`config.mk`:
```
export PLATFORM = sky130hd
export DESIGN_NAME = nap_read_arbiter
export DESIGN_NICKNAME = d
export VERILOG_FILES = /design/src/rtl/nap_read_arbiter.sv
export SDC_FILE = /design/constraint.sdc
export NUM_CORES = 1
export LEC_CHECK = 0
export CORE_AREA = 3 3 322 324
export CTS_BUF_LIST = sky130_fd_sc_hd__clkbuf_4 sky130_fd_sc_hd__clkbuf_8
export CTS_CLUSTER_DIAMETER = 100
export DETAILED_ROUTE_END_ITERATION = 10
export DIE_AREA = 0 0 325 327
export PLACE_DENSITY = 0.32
export SYNTH_ARGS = -nofsm -noshare
export SYNTH_HDL_FRONTEND = slang
export SYNTH_SLANG_ARGS = --single-unit
```
`constraint.sdc`:
```
create_clock -name i_clk -period 6.6 [get_ports i_clk]
set_clock_uncertainty 0.15 [all_clocks]
set_input_delay 0.99 -clock i_clk [delete_from_list [all_inputs] [get_ports i_clk]]
set_output_delay 0.99 -clock i_clk [all_outputs]
set_load 0.005 [all_outputs]
```
`src/rtl/nap_read_arbiter.sv`:
```
`default_nettype none
// +----------------------------------------------------------------------------+
// | nap_read_arbiter: shares one NAP AXI read port between NUM_REQ requesters |
// | Revision: 1.0                                                             |
// +----------------------------------------------------------------------------+
module nap_read_arbiter #(
  parameter int NUM_REQ         = 4,
  parameter int ADDR_WIDTH      = 42,
  parameter int DATA_WIDTH      = 256,
  parameter int ID_WIDTH        = 8,
  parameter int MAX_OUTSTANDING = 8
) (
  input  logic                                          i_clk,
  input  logic                                          i_reset,
  input  logic [NUM_REQ-1:0]                            i_req_arvalid,
  output logic [NUM_REQ-1:0]                            o_req_arready,
  input  logic [NUM_REQ*ADDR_WIDTH-1:0]                 i_req_araddr,
  input  logic [NUM_REQ*8-1:0]                          i_req_arlen,
  output logic [NUM_REQ-1:0]                            o_req_rvalid,
  input  logic [NUM_REQ-1:0]                            i_req_rready,
  output logic [DATA_WIDTH-1:0]                         o_req_rdata,
  output logic [1:0]                                    o_req_rresp,
  output logic                                          o_req_rlast,
  output logic                                          o_nap_arvalid,
  input  logic                                          i_nap_arready,
  output logic [ADDR_WIDTH-1:0]                         o_nap_araddr,
  output logic [7:0]                                    o_nap_arlen,
  output logic [ID_WIDTH-1:0]                           o_nap_arid,
  output logic [2:0]                                    o_nap_arsize,
  output logic [1:0]                                    o_nap_arburst,
  output logic [3:0]                                    o_nap_arqos,
  input  logic                                          i_nap_rvalid,
  output logic                                          o_nap_rready,
  input  logic [DATA_WIDTH-1:0]                         i_nap_rdata,
  input  logic [1:0]                                    i_nap_rresp,
  input  logic [ID_WIDTH-1:0]                           i_nap_rid,
  input  logic                                          i_nap_rlast,
  output logic [NUM_REQ*$clog2(MAX_OUTSTANDING+1)-1:0]  o_outstanding,
  output logic                                          o_err_rid
);

  localparam int IDX_W = $clog2(NUM_REQ);
  localparam int CNT_W = $clog2(MAX_OUTSTANDING+1);
  localparam logic [CNT_W-1:0] C_MAX_CNT = CNT_W'(MAX_OUTSTANDING);

  localparam logic [0:0] ST_IDLE  = 1'b0;
  localparam logic [0:0] ST_ISSUE = 1'b1;

  logic [0:0]            state_q, state_d;
  logic [IDX_W-1:0]      rr_ptr_q, rr_ptr_d;
  logic [IDX_W-1:0]      grant_q, grant_d;
  logic [ADDR_WIDTH-1:0] araddr_q, araddr_d;
  logic [7:0]            arlen_q, arlen_d;
  logic [ID_WIDTH-1:0]   arid_q, arid_d;
  logic                  arvalid_q, arvalid_d;
  logic                  err_q, err_d;
  logic [CNT_W-1:0]      cnt_q [NUM_REQ];
  logic [CNT_W-1:0]      cnt_d [NUM_REQ];

  logic [NUM_REQ-1:0]    w_eligible;
  logic [NUM_REQ-1:0]    w_req_arready;
  logic [NUM_REQ-1:0]    w_inc;
  logic [NUM_REQ-1:0]    w_dec;
  logic [NUM_REQ-1:0]    w_req_rvalid;
  logic                  w_found_hi, w_found_lo;
  logic [IDX_W-1:0]      w_pick_hi, w_pick_lo, w_pick;
  logic                  w_routed;
  logic [IDX_W-1:0]      w_sel;
  logic                  w_nap_rready;

  always_comb begin
    for (int j = 0; j < NUM_REQ; j++) begin
      w_eligible[j] = i_req_arvalid[j] && (cnt_q[j] < C_MAX_CNT);
    end
  end

  // Round-robin: first eligible at or above rr_ptr, else wrap to the lowest.
  always_comb begin
    w_found_hi = 1'b0;
    w_found_lo = 1'b0;
    w_pick_hi  = '0;
    w_pick_lo  = '0;
    for (int j = 0; j < NUM_REQ; j++) begin
      if (!w_found_hi && w_eligible[j] && (IDX_W'(j) >= rr_ptr_q)) begin
        w_found_hi = 1'b1;
        w_pick_hi  = IDX_W'(j);
      end
      if (!w_found_lo && w_eligible[j]) begin
        w_found_lo = 1'b1;
        w_pick_lo  = IDX_W'(j);
      end
    end
    w_pick = w_found_hi ? w_pick_hi : w_pick_lo;
  end

  always_comb begin
    state_d       = state_q;
    rr_ptr_d      = rr_ptr_q;
    grant_d       = grant_q;
    araddr_d      = araddr_q;
    arlen_d       = arlen_q;
    arid_d        = arid_q;
    arvalid_d     = arvalid_q;
    w_req_arready = '0;
    w_inc         = '0;
    case (state_q)
      ST_IDLE: begin
        if (w_found_lo) begin
          for (int j = 0; j < NUM_REQ; j++) begin
            if (IDX_W'(j) == w_pick) begin
              w_req_arready[j] = 1'b1;
              araddr_d         = i_req_araddr[j*ADDR_WIDTH +: ADDR_WIDTH];
              arlen_d          = i_req_arlen[j*8 +: 8];
            end
          end
          grant_d   = w_pick;
          arid_d    = ID_WIDTH'(w_pick);
          arvalid_d = 1'b1;
          state_d   = ST_ISSUE;
        end
      end
      ST_ISSUE: begin
        if (i_nap_arready) begin
          for (int j = 0; j < NUM_REQ; j++) begin
            if (IDX_W'(j) == grant_q) w_inc[j] = 1'b1;
          end
          rr_ptr_d  = (grant_q == IDX_W'(NUM_REQ-1)) ? '0 : grant_q + 1'b1;
          arvalid_d = 1'b0;
          state_d   = ST_IDLE;
        end
      end
      default: state_d = ST_IDLE;
    endcase
  end

  // An RID only routes if it names a requester that actually has a burst in flight.
  always_comb begin
    w_routed = 1'b0;
    w_sel    = '0;
    for (int j = 0; j < NUM_REQ; j++) begin
      if ((i_nap_rid == ID_WIDTH'(j)) && (cnt_q[j] != '0)) begin
        w_routed = 1'b1;
        w_sel    = IDX_W'(j);
      end
    end
    w_req_rvalid = '0;
    w_nap_rready = 1'b1;
    w_dec        = '0;
    for (int j = 0; j < NUM_REQ; j++) begin
      if (w_routed && (w_sel == IDX_W'(j))) begin
        w_req_rvalid[j] = i_nap_rvalid;
        w_nap_rready    = i_req_rready[j];
        w_dec[j]        = i_nap_rvalid && i_req_rready[j] && i_nap_rlast;
      end
    end
    err_d = err_q | (i_nap_rvalid & ~w_routed);
  end

  always_comb begin
    for (int j = 0; j < NUM_REQ; j++) begin
      cnt_d[j] = cnt_q[j];
      if (w_inc[j] && !w_dec[j]) begin
        cnt_d[j] = cnt_q[j] + 1'b1;
      end else if (w_dec[j] && !w_inc[j]) begin
        cnt_d[j] = cnt_q[j] - 1'b1;
      end
    end
  end

  always_ff @(posedge i_clk or posedge i_reset) begin
    if (i_reset) begin
      state_q   <= ST_IDLE;
      rr_ptr_q  <= '0;
      grant_q   <= '0;
      araddr_q  <= '0;
      arlen_q   <= '0;
      arid_q    <= '0;
      arvalid_q <= 1'b0;
      err_q     <= 1'b0;
      for (int j = 0; j < NUM_REQ; j++) cnt_q[j] <= '0;
    end else begin
      state_q   <= state_d;
      rr_ptr_q  <= rr_ptr_d;
      grant_q   <= grant_d;
      araddr_q  <= araddr_d;
      arlen_q   <= arlen_d;
      arid_q    <= arid_d;
      arvalid_q <= arvalid_d;
      err_q     <= err_d;
      for (int j = 0; j < NUM_REQ; j++) cnt_q[j] <= cnt_d[j];
    end
  end

  generate
    for (genvar k = 0; k < NUM_REQ; k++) begin : g_out_cnt
      assign o_outstanding[k*CNT_W +: CNT_W] = cnt_q[k];
    end
  endgenerate

  assign o_req_arready = w_req_arready;
  assign o_nap_arvalid = arvalid_q;
  assign o_nap_araddr  = araddr_q;
  assign o_nap_arlen   = arlen_q;
  assign o_nap_arid    = arid_q;
  assign o_nap_arsize  = 3'($clog2(DATA_WIDTH/8));
  assign o_nap_arburst = 2'b01;
  assign o_nap_arqos   = 4'd0;
  assign o_req_rvalid  = w_req_rvalid;
  assign o_nap_rready  = w_nap_rready;
  assign o_req_rdata   = i_nap_rdata;
  assign o_req_rresp   = i_nap_rresp;
  assign o_req_rlast   = i_nap_rlast;
  assign o_err_rid     = err_q;

endmodule
`default_nettype wire
```
==> results of run 1 <==
## power by group through the flow
stage          Clock [mW]  Sequential, mW  Combinational, mW
6_report            0.430           0.913               1.89
5_1_grt             0.490           0.958               2.11
4_1_cts             0.478           0.927               1.96
3_5_place_dp            0           0.932               1.95
3_3_place_gp            0           0.934               1.94
2_1_floorplan           0           0.871               1.08
## sequential cells by signal (all words and copies together) (netlist names)
signal,cells
rr_ptr_q,2
o_nap_arlen,8
state_q,1
o_nap_arvalid,1
o_nap_araddr,42
o_outstanding,16
o_nap_arid,2
o_err_rid,1
## placed cells by master (no fill, tap or decap), types with 2 or more instances in the layout
cell type	netlist	routed
clkdlybuf4s50_1	0	300
dfrtp_1	73	73
nand2_1	60	60
a21oi_1	56	56
a221oi_1	50	50
o22ai_2	49	49
ha_1	16	16
conb_1	2	15
nor2_1	12	12
xnor2_1	12	12
buf_4	277	11
inv_1	10	9
clkbuf_8	0	9
o21ai_0	6	6
and2_1	5	5
mux2_2	5	5
nand4_1	5	5
and3_1	4	4
nor4_1	4	4
a21o_1	4	4
xor2_1	4	4
fa_1	4	4
diode_2	0	3
nand2b_1	3	3
o21a_1	3	3
clkinv_2	0	3
nor2b_1	2	2
o22ai_1	2	2
o211ai_1	2	2
o31ai_1	3	2
o41ai_1	2	2
nor3_1	2	2
bufinv_16	0	2
## cell type report
cell class	instances	area [µm²]
clock inverter	6	83.8
tap	1368	1710
multi-input combinational	347	2650
antenna	3	7.51
fill	11800	91900
timing repair buffer	311	3090
sequential	73	1830
inverter	10	40.0
clock buffer	9	124
## Yosys cell counts (all sizes together), types with 7 or more instances
library cell,n,area share
nor2,12,0.0067
ha,16,0.030
dfrtp,73,0.27
a21oi,56,0.042
o21ai,7,0.0052
buf,307,0.34
inv,10,0.0056
o22ai,51,0.094
a221oi,50,0.066
nand2,60,0.034
xnor2,12,0.016
## metal layers
layer,global-route usage,share of wire
met3,0.0328,0.12
met4,0.0399,0.062
met2,0.0950,0.46
met5,0,0.00044
met1,0.0599,0.36
## stage by stage
stage | area, µm² | hold WS, ns | total power [mW]
floorplan | 6720 | 0.318 | 1.95
global placement | 9310 | 0.358 | 2.88
detailed placement | 9310 | 0.332 | 2.88
CTS | 9520 | 0.355 | 3.36
global route | 9520 | 0.386 | 3.56
finish | 9520 | 0.360 | 3.24
## worst max-delay path by stage
stage / end / slack (ns) / cells past startpoint
2_1_floorplan: o_outstanding[15]$_DFFE_PP0P_ / 3.23 / 12
3_3_place_gp: o_req_arready[0] / 1.87 / 7
3_5_place_dp: o_req_arready[0] / 1.83 / 7
4_1_cts: o_req_arready[0] / 1.81 / 7
5_1_grt: o_req_arready[0] / 1.76 / 7
6_report: o_req_arready[0] / 1.95 / 7
## cells by family after synthesis
logic type | count (synthesis) | synth area share
compound gates | 185 | 0.233
xor+xnor | 16 | 0.0210
fa+ha+maj | 20 | 0.0420
buf+inv | 320 | 0.346
flops | 73 | 0.274
mux | 5 | 0.00844
other cells | 2 | 0.00113
simple gates | 106 | 0.0752
==> results_dict.tcl, run 1 <==
set metrics [dict create \
    outcome "finished clean" \
    dieArea_um2 106000 \
    finalWorstSetupSlack_ns 1.95 \
    track_usage 0.0596 \
    vias 5409 \
    setup_violations 0 \
    start_util 0.0658 \
    holdPathEnd "o_err_rid$_DFF_PP0_" \
    syn_inst 727 \
    reg2reg_slack_ns 3.43 \
    reg2reg_to "o_outstanding[15]$_DFFE_PP0P_" \
    cts.sinks 73 \
    slew_headroom 0.441 \
    end_kind "output port" \
    drc_errors 0 \
    final_hold_viol_count 0 \
    cts_setup_buffers 0 \
    tightest_slew_ns 0.838 \
    drive_above_1_share 0.116 \
    path_cells "clkdlybuf4s50_1, nand2b_1, a41oi_4, buf_4, o31ai_1, nor2_1, clkdlybuf4s50_1" \
    synthArstFlopShare 1.00 \
    crit_top_cell "clkdlybuf4s50_1" \
    power_switching_mw 1.39 \
    ir_worst_vdd_mv 0.190 \
    numPortBuffers 300 \
    cp.required_ns 5.46 \
    grt_pass1_vias 6089 \
    place_inst 2109 \
    holdCritPathClass "reg -> reg" \
    startpoint "i_req_arvalid[1]" \
    overflow 0 \
    cts_root_buf "clkbuf_8" \
    ys_warn_count 0 \
    critPathTopFamily "buffers and inverters" \
    antenna_found_initial 4 \
    coreArea_um2 101000 \
    yosysSeqAreaShare 0.274 \
    final_cell_count_no_fill 2127 \
    drt_iter0_drc 217 \
    post-route-util 0.0939 \
    drt_first_pass_iters 4 \
    dp_hpwl_um 25100 \
    holdBufCountCts 0 \
    hold_depth 1 \
    drt-total-wl_um 31600 \
    start_kind "input port" \
    via_per_inst 2.54 \
    r2r_start "o_outstanding[12]$_DFFE_PP0P_" \
    p_int_mw 1.85 \
    wl_per_cell_um 14.9 \
    finalMaxSlewViolations 0 \
    insertion_delay_ns 0.43 \
    p_seq_frac 0.282 \
    die_y_um 327 \
    ios 832 \
    synthToLayoutAreaGrowth_pct 42.7 \
    rsz0062_at_grt "false" \
    grt_max_degree 51 \
    period_minus_slack_ns 4.65 \
    htreeDepth 3 \
    pwr-share-comb 0.585 \
    ys_seq_elements 73 \
    cts_tree "done" \
    fin_crit_sh 0.704 \
    cp_max_fo 22 \
    rr_worst_depth 11 \
    max_clock_freq_ghz 0.215 \
    cts.clk_slew.worst_paths_ns 0.09 \
    ys.flop_type "dfrtp_1" \
    pwr-share-clk 0.133 \
    place_congestion 0.814 \
    synth_edf_count 0 \
    synth_area_um2 6670 \
    max_cap_violations 0 \
    synth.avg_cell_area_um2 9.18 \
    critPathArrivalTime_ns 3.51 \
    worstSetupPathType "in -> out" \
    place_ws_ns 1.83 \
    hp-start "o_err_rid$_DFF_PP0_" \
    synth.distinct_cells 48 \
    fin_setup_tns_ns 0 \
    rows 117 \
    clockBufferDepth 2 \
    layout.nets 1251 \
    critical-path-slowest-cell "clkdlybuf4s50_1" \
    swShare 0.429 \
    cp.buffers_inverters 3 \
    p_per_area_nw_per_um2 340 \
    die_width_um 325 \
    drt.antenna.violating_nets 0 \
    ctsResizeCount 0 \
    grt_first_pass_wirelength_um 44900 \
    cts_buffers 9 \
    slowest_delay_ns 0.54 \
    leakagePower_nw 3.04 \
]
No activity file was read; power rests on OpenSTA's default activity.
==> run 2, diff against run 1 <==
==> config.mk (replaced) <==
export PLATFORM = sky130hd
export DESIGN_NAME = nap_read_arbiter
export DESIGN_NICKNAME = d
export VERILOG_FILES = /design/src/rtl/nap_read_arbiter.sv
export SDC_FILE = /design/constraint.sdc
export NUM_CORES = 1
export LEC_CHECK = 0
export CORE_AREA = 3 3 324 326
export CTS_BUF_LIST = sky130_fd_sc_hd__clkbuf_4 sky130_fd_sc_hd__clkbuf_8
export CTS_CLUSTER_DIAMETER = 100
export DETAILED_ROUTE_END_ITERATION = 10
export DIE_AREA = 0 0 327 329
export PLACE_DENSITY = 0.33
export SYNTH_ARGS = -nofsm -noshare
export SYNTH_HDL_FRONTEND = slang
export SYNTH_SLANG_ARGS = --single-unit
==> constraint.sdc (replaced) <==
create_clock -name i_clk -period 4.1 [get_ports i_clk]
set_clock_uncertainty 0.15 [all_clocks]
set_input_delay 0.615 -clock i_clk [delete_from_list [all_inputs] [get_ports i_clk]]
set_output_delay 0.615 -clock i_clk [all_outputs]
set_load 0.005 [all_outputs]
==> run 2 against run 1 <==
Against the previous run: sequential power increased by 59%; global-route usage increased by 0.092 points; wire length increased by 6.2%; register-to-register slack got worse by 2.5 ns; critical path depth decreased by 1; die area increased by 1.2%; total power increased by 68%; worst hold slack got worse by 0.0093 ns; worst setup slack got worse by 1.7 ns; critical endpoint is now o_req_arready[3].
==> results_dict.tcl, run 2 (synthesized netlist as in run 1, its figures left out) <==
set metrics [dict create \
    final_cell_count_no_fill 2137 \
    critPathTopFamily "buffers and inverters" \
    post-route-util 0.0946 \
    placed_cell_area_um2 9430 \
    nFillCells 11900 \
    layout.nets 1260 \
    p_per_area_nw_per_um2 563 \
    p_int_mw 3.06 \
    finalWorstSetupSlack_ns 0.273 \
    path_depth 6 \
    wl_per_cell_um 15.7 \
    p_seq_frac 0.266 \
    die_width_um 327 \
    start_kind "input port" \
    holdCritPathClass "reg -> reg" \
    swShare 0.437 \
    drt.antenna.violating_nets 0 \
    pwr-share-clk 0.137 \
    ios 832 \
    startpoint "i_req_arvalid[1]" \
    reg2reg_slack_ns 0.93 \
    drt_iter0_drc 245 \
    cp_max_fo 8 \
    reg2reg_to "o_outstanding[15]$_DFFE_PP0P_" \
    cts.sinks 73 \
    synthToLayoutAreaGrowth_pct 44.7 \
    vias 5435 \
    rsz0062_at_grt "false" \
    pwr-share-comb 0.597 \
    insertion_delay_ns 0.44 \
    coreArea_um2 102000 \
    rr_worst_depth 12 \
    grt_max_degree 51 \
    path_cells "clkdlybuf4s50_1, nand2b_1, a31oi_1, or4_4, inv_1, clkdlybuf4s50_1" \
    critPathArrivalTime_ns 3.06 \
    critical-path-slowest-cell "or4_4" \
    outcome "finished clean" \
    clockBufferDepth 2 \
    finalMaxSlewViolations 0 \
    track_usage 0.0605 \
    leakagePower_nw 3.11 \
    via_per_inst 2.54 \
    antenna_found_initial 4 \
    place_congestion 0.811 \
    cts_buffers 9 \
    rows 117 \
    layout_commonest_cell "clkdlybuf4s50_1" \
    ir_worst_vdd_mv 0.319 \
    cp.required_ns 3.34 \
    fin_area_um2 9660 \
    dp_hpwl_um 26500 \
    grt_first_pass_wirelength_um 44900 \
    numPortBuffers 300 \
    start_util 0.0654 \
    grt_pass1_vias 6050 \
    drt-total-wl_um 33600 \
    place_ws_ns 0.217 \
    final_hold_viol_count 0 \
    place_inst 2118 \
    largest_register_ffs 42 \
    power_switching_mw 2.38 \
    dieArea_um2 108000 \
    fin_crit_sh 0.933 \
    overflow 0 \
    cts_tree "done" \
    end_kind "output port" \
    crit_top_cell "clkdlybuf4s50_1" \
    drc_errors 0 \
    final_cell_mix "300 x clkdlybuf4s50_1, 73 x dfrtp_1, 60 x nand2_1, 56 x a21oi_1, 50 x a221oi_1" \
    cts.clk_slew.worst_paths_ns 0.10 \
    r2r_start "o_outstanding[12]$_DFFE_PP0P_" \
    cts_root_buf "clkbuf_8" \
    holdBufCountCts 0 \
    tightest_slew_ns 0.942 \
    htreeDepth 3 \
    period_minus_slack_ns 3.83 \
    fin_setup_tns_ns 0 \
    max_cap_violations 0 \
    cts_setup_buffers 0 \
    endpoint "o_req_arready[3]" \
    drive_above_1_share 0.128 \
    max_clock_freq_ghz 0.261 \
    die_y_um 329 \
    drt_first_pass_iters 5 \
    setup_violations 0 \
    slowest_delay_ns 0.55 \
    ctsResizeCount 0 \
    cp.buffers_inverters 3 \
    worstSetupPathType "in -> out" \
    slew_headroom 0.372 \
]
run 2: area by class of cell:
class                      instances  area [µm²]  area share
timing repair buffer             320        3200       0.332
antenna                            3        7.51    0.000778
multi-input combinational        347        2650       0.274
tap                             1368        1710       0.177
sequential                        73        1830       0.189
clock inverter                     6        90.1     0.00933
clock buffer                      10         131      0.0136
inverter                          10        40.0     0.00415
run 2: worst min-delay path by stage:
stage                                    from                           end  slack [ns]  cells after the start
floorplan                 o_err_rid$_DFF_PP0_           o_err_rid$_DFF_PP0_        0.32                      1
global placement    o_nap_arvalid$_DFFE_PP0P_     o_nap_arvalid$_DFFE_PP0P_        0.33                      1
detailed placement  o_nap_arvalid$_DFFE_PP0P_     o_nap_arvalid$_DFFE_PP0P_        0.34                      1
CTS                                   i_reset  o_nap_araddr[25]$_DFFE_PP0P_        0.31                      2
global route                          i_reset  o_nap_araddr[25]$_DFFE_PP0P_        0.35                      2
finish                    o_err_rid$_DFF_PP0_           o_err_rid$_DFF_PP0_        0.35                      1
run 2: metrics by stage:
stage	hold WS [ns]	total power, mW
2_1_floorplan	0.318	3.13
3_3_place_gp	0.334	4.82
3_5_place_dp	0.335	4.83
4_1_cts	0.313	5.66
5_1_grt	0.348	5.91
6_report	0.350	5.44
run 2: worst register-to-register path: cells and delay by family (launching register included):
kind,cells,cell delay (ns)
simple gates,4,0.96
fa+ha+maj,2,0.53
flops,1,0.47
compound gates,2,0.35
buf+inv,2,0.32
xor+xnor,2,0.27
run 2: power groups by stage:
stage	Sequential (mW)	Combinational (mW)	Clock, mW
floorplan	1.40	1.73	0
global placement	1.47	3.35	0
detailed placement	1.47	3.36	0
CTS	1.46	3.37	0.834
global route	1.50	3.57	0.840
finish	1.45	3.25	0.747
run 2: metal layers:
layer | vias to the layer above | GRT usage | wire [µm]
li1 | 2336 | - | -
met5 | - | 0 | 21
met3 | 176 | 0.0301 | 3790
met4 | 4 | 0.0513 | 2610
met2 | 435 | 0.0955 | 15200
met1 | 2484 | 0.0596 | 12000
==> run 3, diff against run 2 <==
--- a/config.mk
+++ b/config.mk
@@ -11,6 +11,7 @@
 export DETAILED_ROUTE_END_ITERATION = 10
 export DIE_AREA = 0 0 327 329
 export PLACE_DENSITY = 0.33
+export SETUP_SLACK_MARGIN = 0.05
 export SYNTH_ARGS = -nofsm -noshare
 export SYNTH_HDL_FRONTEND = slang
 export SYNTH_SLANG_ARGS = --single-unit
==> results of run 3 <==
Final layout, timing and power as in run 2 (identical DEF).
